--- src/rtl/spi_slave_param.sv ---
// spi_slave_param: parametrised SPI slave front end for the single-port RAM path.
// Deserialises a (DATA_W+2)-bit command-prefixed frame from MOSI and hands it to the
// RAM controller. For read-data commands it waits for tx_valid, then serialises
// tx_data on MISO. SS_n rising mid-frame is reported on frame_err.
//
// Ports:
//   clk       serial clock, all logic on rising edge
//   rst       asynchronous reset, active-high
//   SS_n      slave select, active-low
//   MOSI      serial data in
//   MISO      serial data out (registered)
//   rx_data   received frame, command in the top two bits, payload below (registered)
//   rx_valid  one-cycle pulse when a frame completes (registered)
//   tx_data   read data from RAM
//   tx_valid  tx_data valid, only looked at while waiting to transmit
//   frame_err one-cycle pulse when a frame is aborted by SS_n (registered)
module spi_slave_param #(
    parameter int unsigned DATA_W    = 8,
    parameter bit          LSB_FIRST = 1'b0
) (
    input  logic              clk,
    input  logic              rst,
    input  logic              SS_n,
    input  logic              MOSI,
    output logic              MISO,
    output logic [DATA_W+1:0] rx_data,
    output logic              rx_valid,
    input  logic [DATA_W-1:0] tx_data,
    input  logic              tx_valid,
    output logic              frame_err
);
    localparam int unsigned      FRAME_W = DATA_W + 2;
    localparam int unsigned      CNT_W   = $clog2(DATA_W + 3);
    localparam logic [CNT_W-1:0] LAST_RX = CNT_W'(FRAME_W - 1);
    localparam logic [CNT_W-1:0] LAST_TX = CNT_W'(DATA_W);
    localparam logic [CNT_W-1:0] ONE     = CNT_W'(1);

    typedef enum logic [2:0] {
        IDLE,
        RECV,
        WAIT_TX,
        SEND,
        DONE
    } state_t;

    state_t             state_q, state_d;
    logic [CNT_W-1:0]   cnt_q, cnt_d;
    logic [FRAME_W-1:0] rx_sr_q, rx_sr_d;
    logic [FRAME_W-1:0] rx_shift;
    logic [DATA_W-1:0]  tx_sr_q, tx_sr_d;
    logic [FRAME_W-1:0] rx_data_d;
    logic               miso_d;
    logic               rx_valid_d;
    logic               frame_err_d;

    // Bit that leaves the TX shifter first, per bit order.
    function automatic logic tx_head(input logic [DATA_W-1:0] v);
        return LSB_FIRST ? v[0] : v[DATA_W-1];
    endfunction

    // TX shifter after its head bit has been sent.
    function automatic logic [DATA_W-1:0] tx_next(input logic [DATA_W-1:0] v);
        return LSB_FIRST ? (v >> 1) : (v << 1);
    endfunction

    // New MOSI bit enters at the end that leaves the completed frame MSB-aligned.
    assign rx_shift = LSB_FIRST ? {MOSI, rx_sr_q[FRAME_W-1:1]}
                                : {rx_sr_q[FRAME_W-2:0], MOSI};

    // State and output registers.
    always_ff @(posedge clk or posedge rst) begin
        if (rst) begin
            state_q   <= IDLE;
            cnt_q     <= '0;
            rx_sr_q   <= '0;
            tx_sr_q   <= '0;
            rx_data   <= '0;
            MISO      <= 1'b0;
            rx_valid  <= 1'b0;
            frame_err <= 1'b0;
        end else begin
            state_q   <= state_d;
            cnt_q     <= cnt_d;
            rx_sr_q   <= rx_sr_d;
            tx_sr_q   <= tx_sr_d;
            rx_data   <= rx_data_d;
            MISO      <= miso_d;
            rx_valid  <= rx_valid_d;
            frame_err <= frame_err_d;
        end
    end

    // Next-state and next-output logic.
    always_comb begin
        state_d     = state_q;
        cnt_d       = cnt_q;
        rx_sr_d     = rx_sr_q;
        tx_sr_d     = tx_sr_q;
        rx_data_d   = rx_data;
        miso_d      = 1'b0;
        rx_valid_d  = 1'b0;
        frame_err_d = 1'b0;

        case (state_q)
            IDLE: begin
                cnt_d = '0;
                if (!SS_n) begin
                    rx_sr_d = rx_shift;
                    cnt_d   = ONE;
                    state_d = RECV;
                end
            end
            RECV: begin
                // SS_n wins over the bit sampled on the same edge.
                if (SS_n) begin
                    state_d     = IDLE;
                    cnt_d       = '0;
                    frame_err_d = 1'b1;
                end else begin
                    rx_sr_d = rx_shift;
                    if (cnt_q == LAST_RX) begin
                        rx_data_d  = rx_shift;
                        rx_valid_d = 1'b1;
                        cnt_d      = '0;
                        state_d    = (rx_shift[FRAME_W-1:FRAME_W-2] == 2'b11) ? WAIT_TX : DONE;
                    end else begin
                        cnt_d = cnt_q + ONE;
                    end
                end
            end
            WAIT_TX: begin
                if (SS_n) begin
                    state_d     = IDLE;
                    cnt_d       = '0;
                    frame_err_d = 1'b1;
                end else if (tx_valid) begin
                    // First bit goes out on the same edge tx_data is captured.
                    miso_d  = tx_head(tx_data);
                    tx_sr_d = tx_next(tx_data);
                    cnt_d   = ONE;
                    state_d = SEND;
                end
            end
            SEND: begin
                if (SS_n) begin
                    state_d     = IDLE;
                    cnt_d       = '0;
                    frame_err_d = 1'b1;
                end else if (cnt_q == LAST_TX) begin
                    cnt_d   = '0;
                    state_d = DONE;
                end else begin
                    miso_d  = tx_head(tx_sr_q);
                    tx_sr_d = tx_next(tx_sr_q);
                    cnt_d   = cnt_q + ONE;
                end
            end
            DONE: begin
                if (SS_n) begin
                    state_d = IDLE;
                end
            end
            default: begin
                state_d = IDLE;
                cnt_d   = '0;
            end
        endcase
    end
endmodule
--- config.mk ---
export PLATFORM = sky130hd
export DESIGN_NAME = spi_slave_param
export DESIGN_NICKNAME = d
export VERILOG_FILES = /design/src/rtl/spi_slave_param.sv
export SDC_FILE = /design/constraint.sdc
export NUM_CORES = 1
export LEC_CHECK = 0
export ABC_AREA = 1
export CAP_MARGIN = 25
export CORE_MARGIN = 5
export CORE_UTILIZATION = 50
export CTS_BUF_LIST = sky130_fd_sc_hd__clkbuf_4
export CTS_CLUSTER_SIZE = 16
export DETAILED_ROUTE_END_ITERATION = 10
export GPL_ROUTABILITY_DRIVEN = 0
export PLACE_DENSITY = 0.74
export SKIP_LAST_GASP = 1
export SYNTH_ARGS = -nofsm -noshare
export SYNTH_HDL_FRONTEND = slang
export SYNTH_SLANG_ARGS = --single-unit
--- constraint.sdc ---
create_clock -name clk -period 2.6 [get_ports clk]
set_input_delay 0.26 -clock clk [delete_from_list [all_inputs] [get_ports clk]]
set_output_delay 0.26 -clock clk [all_outputs]
set_load 0.01 [all_outputs]
==> results of run 1 <==
## cell type report
class / count / area, sq um / share of cell area (%)
Sequential cell: 36 / 901 / 41.9
Multi-Input combinational cell: 144 / 749 / 34.8
Timing Repair Buffer: 28 / 273 / 12.7
Inverter: 25 / 96.3 / 4.48
Tap cell: 46 / 57.6 / 2.67
Clock buffer: 5 / 37.5 / 1.74
Clock inverter: 3 / 37.5 / 1.74
## metal layers
layer	vias to the layer above	track usage [%]
met3	5	4.30
met2	38	22.8
met4	0	6.38
met5	-	0
met1	646	19.1
li1	725	-
## per-stage QoR
stage	cells	hold slack, ns
after CTS	287	0.315
after floorplan	211	0.381
after global placement	279	0.455
after global routing	287	0.352
final	287	0.311
after detailed placement	279	0.460
## sequential cells by signal (all words and copies together) (netlist names)
signal and count:
MISO 1, rx_data 10, rx_valid 1, cnt_q 4, tx_sr_q 7, rx_sr_q 9
frame_err 1, state_q 3
## power by group
group | total, uW | internal, uW | switching, uW | leakage (uW)
registers | 836 | 710 | 126 | 0.000444
logic | 527 | 202 | 325 | 0.000597
clock network | 384 | 196 | 187 | 0.0000403
total | 1750 | 1110 | 638 | 0.00108
## worst min-delay path by stage
stage	startpoint	depth (start not counted)	endpoint
finish	rst	3	tx_sr_q[5]
floorplan	tx_data[7]	2	MISO
detailed placement	tx_sr_q[4]	2	tx_sr_q[4]
global route	rst	3	tx_sr_q[4]
CTS	rst	3	tx_sr_q[4]
global placement	tx_sr_q[5]	2	tx_sr_q[5]
## worst max-delay path: stages (launching register included)
cell and delay [ns]:
dfrtp_1 0.54, nor2_2 0.34, buf_4 0.21, inv_1 0.12
nand2_1 0.10, nand2_1 0.05, nand3_1 0.06, nand2_1 0.05
## kinds of logic (layout without fill, tap and decap cells)
family	after synthesis	count (layout)
flops	36	36
buf+inv	31	61
xor+xnor	2	2
fa+ha+maj	3	3
mux	2	2
simple gates	114	114
compound gates	23	23
## placed cells by master, fill, tap and decap left out, drive strengths merged
cell type / Yosys / layout
nand2: 71 / 71
dfrtp: 36 / 36
clkdlybuf4s50: 0 / 25
inv: 25 / 25
nand3: 20 / 20
nor2: 14 / 14
o21ai: 14 / 14
a21oi: 8 / 8
nand4: 6 / 6
clkbuf: 0 / 5
ha: 3 / 3
buf: 6 / 3
mux2: 2 / 2
xor2: 2 / 2
clkinv: 0 / 2
nor3: 2 / 2
and2: 1 / 1
a31oi: 1 / 1
bufinv: 0 / 1
==> summary.md, run 1 <==
| Metric | Value |
|---|---|
| Vias | `roughly 1400` |
| Synth Area in Compound Gates | `between 7 and 8%` |
| Placed cell area | `between 0.002 and 0.0025 sq mm` |
| Fraction of registers with async set/reset | `100%` |
| CTS tree | `done` |
| Post-DR vias/cell | `around 5` |
| Area fraction of the dominant cell type after synthesis | `between 50% and 60%` |
| Antenna Nets Post-Route | `0` |
| Synthesis Warnings | `0` |
| Syn_nets | `roughly 230` |
| Synth Area in XOR/XNOR | `less than 1%` |
| Largest net degree at the start of global routing | `37` |
| Netlist Area Pre-Place | `about 0.0018 sq mm` |
| CP Capture Point | `tx_sr_q[7]` |
| Row count | `21` |
| Vias in the first global route | `between 1000 and 1500` |
| Routed wl met2 | `around 1400 microns` |
| CP Capture Type | `flop` |
| Clk_skew | `0.00478 ns` |
| Initial core utilization | `a little over half` |
| Fmax | `0.638 GHz` |
| Synth cell types | `28` |
| Pwr dens | `~810 mW/mm^2` |
| CP Data Arrival Time | `roughly 1.8 ns` |
| Clk Latency, worst-skew pair | `around 0.34 ns` |
| Syn avg cell area | `roughly 8.5 sq um` |
| Height of the die | `roughly 70 microns` |
| Final HPWL DP | `around 2300 microns` |
| Global-route wire length before repair | `~5800 microns` |
| Fin. Hold Viols | `0` |
| Aggregate global routing overflow | `0` |
| Worst EP required | `2.84 ns` |
| Post-Route WL | `~3300 microns` |
| 1st-iter DRT viols | `roughly 100` |
| R2R setup slack | `~1.0 ns` |
| Post-layout nets | `between 200 and 300` |
| Post-layout util | `between 60% and 70%` |
| Worst Setup SP | `state_q[2]` |
| Max Used Layer | `met4` |
| CP Max Fanout | `10` |
| Slew Limit Headroom | `70.4%` |
| Full die area | `0.00490 sq mm` |
| Maxcap violations | `0` |
| Post-synthesis adder-cell area fraction | `under 10%` |
| Initial antenna violation count | `0` |
| Sequential area share after synthesis | `roughly 50%` |
| Fin area | `0.00215 sq mm` |
| PostCTS Resize Cnt | `0` |
| Mux contribution to synthesized area | `between 1 and 1.5%` |
| Synth Area in Simple Gates | `just under 30%` |
| Worst Hold Class | `in -> async` |
| DP Worst Slack | `about 0.8 ns` |
| CP Launch Type | `flop` |
| Area of the core | `around 0.0034 sq mm` |
| Total Power | `~1700 uW` |
| Setup WS post-layout | `roughly 1.0 ns` |
| Avg WL per Cell | `around 11 microns` |
| Synth top area cells | `dfrtp_1 50%, nand2_1 14%, nand3_1 5.3%` |
| Flops & latches, synth | `36` |
| Commonest cells post-synth | `65 x nand2_1, 36 x dfrtp_1, 22 x inv_1` |
| WS Path Type | `reg -> reg` |
| Max-slew violations | `0` |
| Met1 wire length | `1570 microns` |
| Count leader, synth | `nand2_1` |
| H-Tree Depth | `2` |
| Cell at the root of the clock tree | `clkbuf_4` |
| Setup violations, final | `0` |
| Post-CTS setup buffers | `0` |
| Met3 WL | `around 190 microns` |
| # DRC | `0` |
| Synth area leader | `dfrtp_1` |
| Worst-Margin Slew | `about 0.44 ns` |
| Worst reg2reg path depth | `7` |
| Peak VDD IR | `between 0.0004 and 0.0005 V` |
| Post-route setup TNS | `0 ns` |
| Fillers | `approximately 280` |
| Clock slew seen by the registers of the worst setup and hold paths | `approximately 0.11 ns` |
| Period utilisation layout | `between 60% and 70%` |
| Layout cells sized above 1 | `a little over an eighth` |
| Worst flop-to-flop path startpoint | `state_q[2]` |
| Top_reg_cell synth | `dfrtp_1` |
| RSZ-0062 raised after global routing | `false` |
| Clock sink count | `36` |
| Drt pass-1 iters | `4` |
| Die Wd | `70.0 microns` |
| # hold bufs at CTS | `0` |
| Largest family of logic cells by synthesized area | `simple AND/OR/NAND/NOR gates` |
| I/O pin total | `26` |
| Min cycle time layout | `around 1.6 ns` |
| Global Route Usage Sum | `between 10% and 20%` |
| Number of buffers created by CTS | `5` |
| Layout area overhead | `19.5%` |
| # port buffers | `25` |
| Synth Instances | `211` |
| Leakage | `between 0.001 and 0.0015 uW` |
| Status | `finished clean` |
| Clk buf depth | `2` |
| EDFF count, synth | `0` |
| Critical R2R Capture | `tx_sr_q[7]` |
| Antenna cells | `0` |
No activity file was read; power rests on OpenSTA's default activity.
==> run 2, diff against run 1 <==
PLACE_DENSITY = 0.77   (was 0.74)
clock period = 1.3 ns   (was 2.6 ns; I/O delays follow)
==> run 2 against run 1 <==
Net effect:
- the flow now finishes with violations (negative setup slack)
- sequential share of layout area shrank 7.2 points
- via count grew 15%
- first-iteration DRC count grew 1.0%
- clock skew grew 0.018 ns
- cell count grew 10%
- wire length grew 39%
- count of clock-buffer cells in the layout is the same
- global-route usage grew 2.5 points
- largest cell class is now multi-input gates
- maximum frequency grew 10%
- critical path depth grew 2
- sequential cell count is the same
==> summary.md, run 2 (synthesis results as in run 1) <==
| Metric | Value |
|---|---|
| Status | `finished with violations` |
| Failing checks | `negative setup slack` |
| Clk_skew | `0.0227 ns (+0.0179 ns)` |
| # DRC | `0 (unchanged)` |
| Cells along the critical path | `buf_6 > inv_4 > ha_4 > nand3_4 > nand2_2 > nand2_4 > buf_6 > nand3_2 > nand2_1` |
| Post-route setup TNS | `-1.21 ns (-1.21 ns)` |
| Dpl cells | `300 (+7.5%)` |
| Area of the core | `0.00342 sq mm (unchanged)` |
| H-Tree Depth | `2 (unchanged)` |
| Clock slew seen by the registers of the worst setup and hold paths | `0.13 ns (+0.02 ns)` |
| Worst-Margin Slew | `0.321 ns (-0.123 ns)` |
| Period utilisation layout | `109% (+49 points)` |
| Worst Hold Class | `in -> async` |
| Final HPWL DP | `2600 microns (+15%)` |
| Setup WS post-layout | `-0.123 ns (-1.16 ns)` |
| Largest Register | `rx_data` |
| Min cycle time layout | `1.42 ns (-0.144 ns)` |
| Full die area | `0.00490 sq mm (unchanged)` |
| Clock sink count | `36 (unchanged)` |
| CP Data Arrival Time | `1.65 ns (-0.16 ns)` |
| Fin. Hold Viols | `0 (unchanged)` |
| Post-layout nets | `286 (+12%)` |
| # hold bufs at CTS | `0 (unchanged)` |
| Post-Layout Cell Count | `317 (+10%)` |
| WS Path Type | `reg -> reg` |
| 1st-iter DRT viols | `99 (+1.0%)` |
| Die Wd | `70.0 microns (unchanged)` |
| CP Max Fanout | `5 (-5)` |
| Fmax | `0.703 GHz (+10%)` |
| Worst path max stage delay | `0.43 ns (-0.11 ns)` |
| CP Launch Type | `flop` |
| I/O pin total | `26 (unchanged)` |
| Layout area overhead | `44.4%` |
| Post-Route WL | `4510 microns (+39%)` |
| Global-route wire length before repair | `6910 microns (+18%)` |
| Cell at the root of the clock tree | `clkbuf_4` |
| Slew Limit Headroom | `78.5% (+8.1 points)` |
| Pwr dens | `1660 mW/mm^2 (+100%)` |
| # port buffers | `25 (unchanged)` |
| Commonest non-fill, non-tap cell in the layout | `nand2_1` |
| Maxcap violations | `0 (unchanged)` |
| Drt pass-1 iters | `4 (unchanged)` |
| Avg WL per Cell | `14.2 microns (+26%)` |
| Vias in the first global route | `1533 (+14%)` |
| Worst EP required | `1.53 ns (-1.31 ns)` |
| Clk Latency, worst-skew pair | `0.34 ns (about the same)` |
| CP Capture Type | `flop` |
| R2R setup slack | `-0.12 ns (-1.16 ns)` |
| Most frequent cells in the layout | `60 x nand2_1, 35 x dfrtp_1, 23 x buf_4` |
| Max reg flops | `10 (unchanged)` |
| Peak VDD IR | `0.00102 V (+140%)` |
| Antenna Nets Post-Route | `0 (unchanged)` |
| Initial antenna violation count | `0 (unchanged)` |
| Aggregate global routing overflow | `0 (unchanged)` |
| Row count | `21 (unchanged)` |
| Layout cells sized above 1 | `33.2% (+20 points)` |
| Clk buf depth | `2 (unchanged)` |
| Vias | `1632 (+15%)` |
| Worst flop-to-flop path startpoint | `cnt_q[0]` |
| Fin area | `0.00260 sq mm (+21%)` |
| Worst Setup SP | `cnt_q[0]` |
| Largest net degree at the start of global routing | `37 (unchanged)` |
| Height of the die | `70.0 microns (unchanged)` |
| Number of buffers created by CTS | `5 (unchanged)` |
| Post-DR vias/cell | `5.15 (+4.5%)` |
| Leakage | `0.00129 uW (+20%)` |
| RSZ-0062 raised after global routing | `true` |
| Global Route Usage Sum | `17.2% (+2.5 points)` |
| Initial core utilization | `52.7% (unchanged)` |
| CP dominant cell by count | `buf_6` |
| Max-slew violations | `0 (unchanged)` |
| Largest registers | `rx_data x10, rx_sr_q x9, tx_sr_q x7` |
| CTS tree | `done` |
| Setup violations, final | `21 (+21)` |
| CP max stage cell | `dfrtp_1` |
| Fillers | `231 (-18%)` |
| Placed cell area | `0.00228 sq mm (+10%)` |
| Antenna cells | `0 (unchanged)` |
==> run 2: cell count changes in the layout (fill, tap and decap cells not counted), sizes merged <==
cell,delta
clkinvlp,+1
clkinv,-1
dlygate4sd2,+13
clkdlybuf4s50,-13
buf,+30
==> run 2: power breakdown <==
group | switching (uW) | internal (uW) | total [uW]
registers | 240 | 1420 | 1660
logic | 992 | 862 | 1850
clock network | 395 | 401 | 796
==> run 2: final timing paths <==
check,to,cells after the start
setup / recovery,tx_sr_q[2],9
hold / removal,tx_sr_q[7],3
setup reg to reg,tx_sr_q[2],9
hold reg to reg,rx_sr_q[2],2
max in group asynchronous,rx_data[6],3
min in group clk,MISO,3
==> run 2: final cells by class <==
| class | instances | area, sq um | area share [%] |
|---|---|---|---|
| multi-input cells | 144 | 916 | 35.2 |
| clock buffers | 5 | 37.5 | 1.44 |
| inverters | 25 | 98.8 | 3.80 |
| flip-flops and latches | 36 | 902 | 34.7 |
| clock inverters | 3 | 42.5 | 1.64 |
| repair buffers | 58 | 546 | 21.0 |
| well taps | 46 | 57.6 | 2.21 |
==> run 2: worst max-delay path: cells and delay by family (launching register included) <==
kind / cells / cell delay (ns)
buffers and inverters: 3 / 0.33
AND/OR/NAND/NOR: 5 / 0.39
adder cells (fa/ha/maj): 1 / 0.14
flip-flops: 1 / 0.43
==> run 2: timing repair <==
item | 4_1_cts | 5_1_grt
endpoints found under the setup margin | 36 | 26
cloned | 1 | 0
gates resized for setup | 28 | 33
pin swaps | 5 | 24
buffers inserted | 4 | 6
==> run 2: metal layers <==
metal | global-route usage [%] | share of wire, % | vias to the layer above
met5 | 0 | 0 | -
met4 | 4.47 | 1.7 | 0
met3 | 3.73 | 4.9 | 12
met2 | 27.3 | 47 | 47
met1 | 23.8 | 47 | 780
li1 | - | - | 793
==> run 2: through the flow <==
step / hold slack, ns / worst slack, ns / utilization (%) / total power, uW
final: 0.122 / -0.123 / 76.1 / 4310
after global routing: 0.126 / -0.170 / 76.1 / 4600
after CTS: 0.123 / -0.117 / 72.1 / 3910
after detailed placement: 0.460 / -0.244 / 66.9 / 3040
after global placement: 0.458 / -0.203 / 66.9 / 3010
after floorplan: 0.251 / 0.00770 / - / 2500
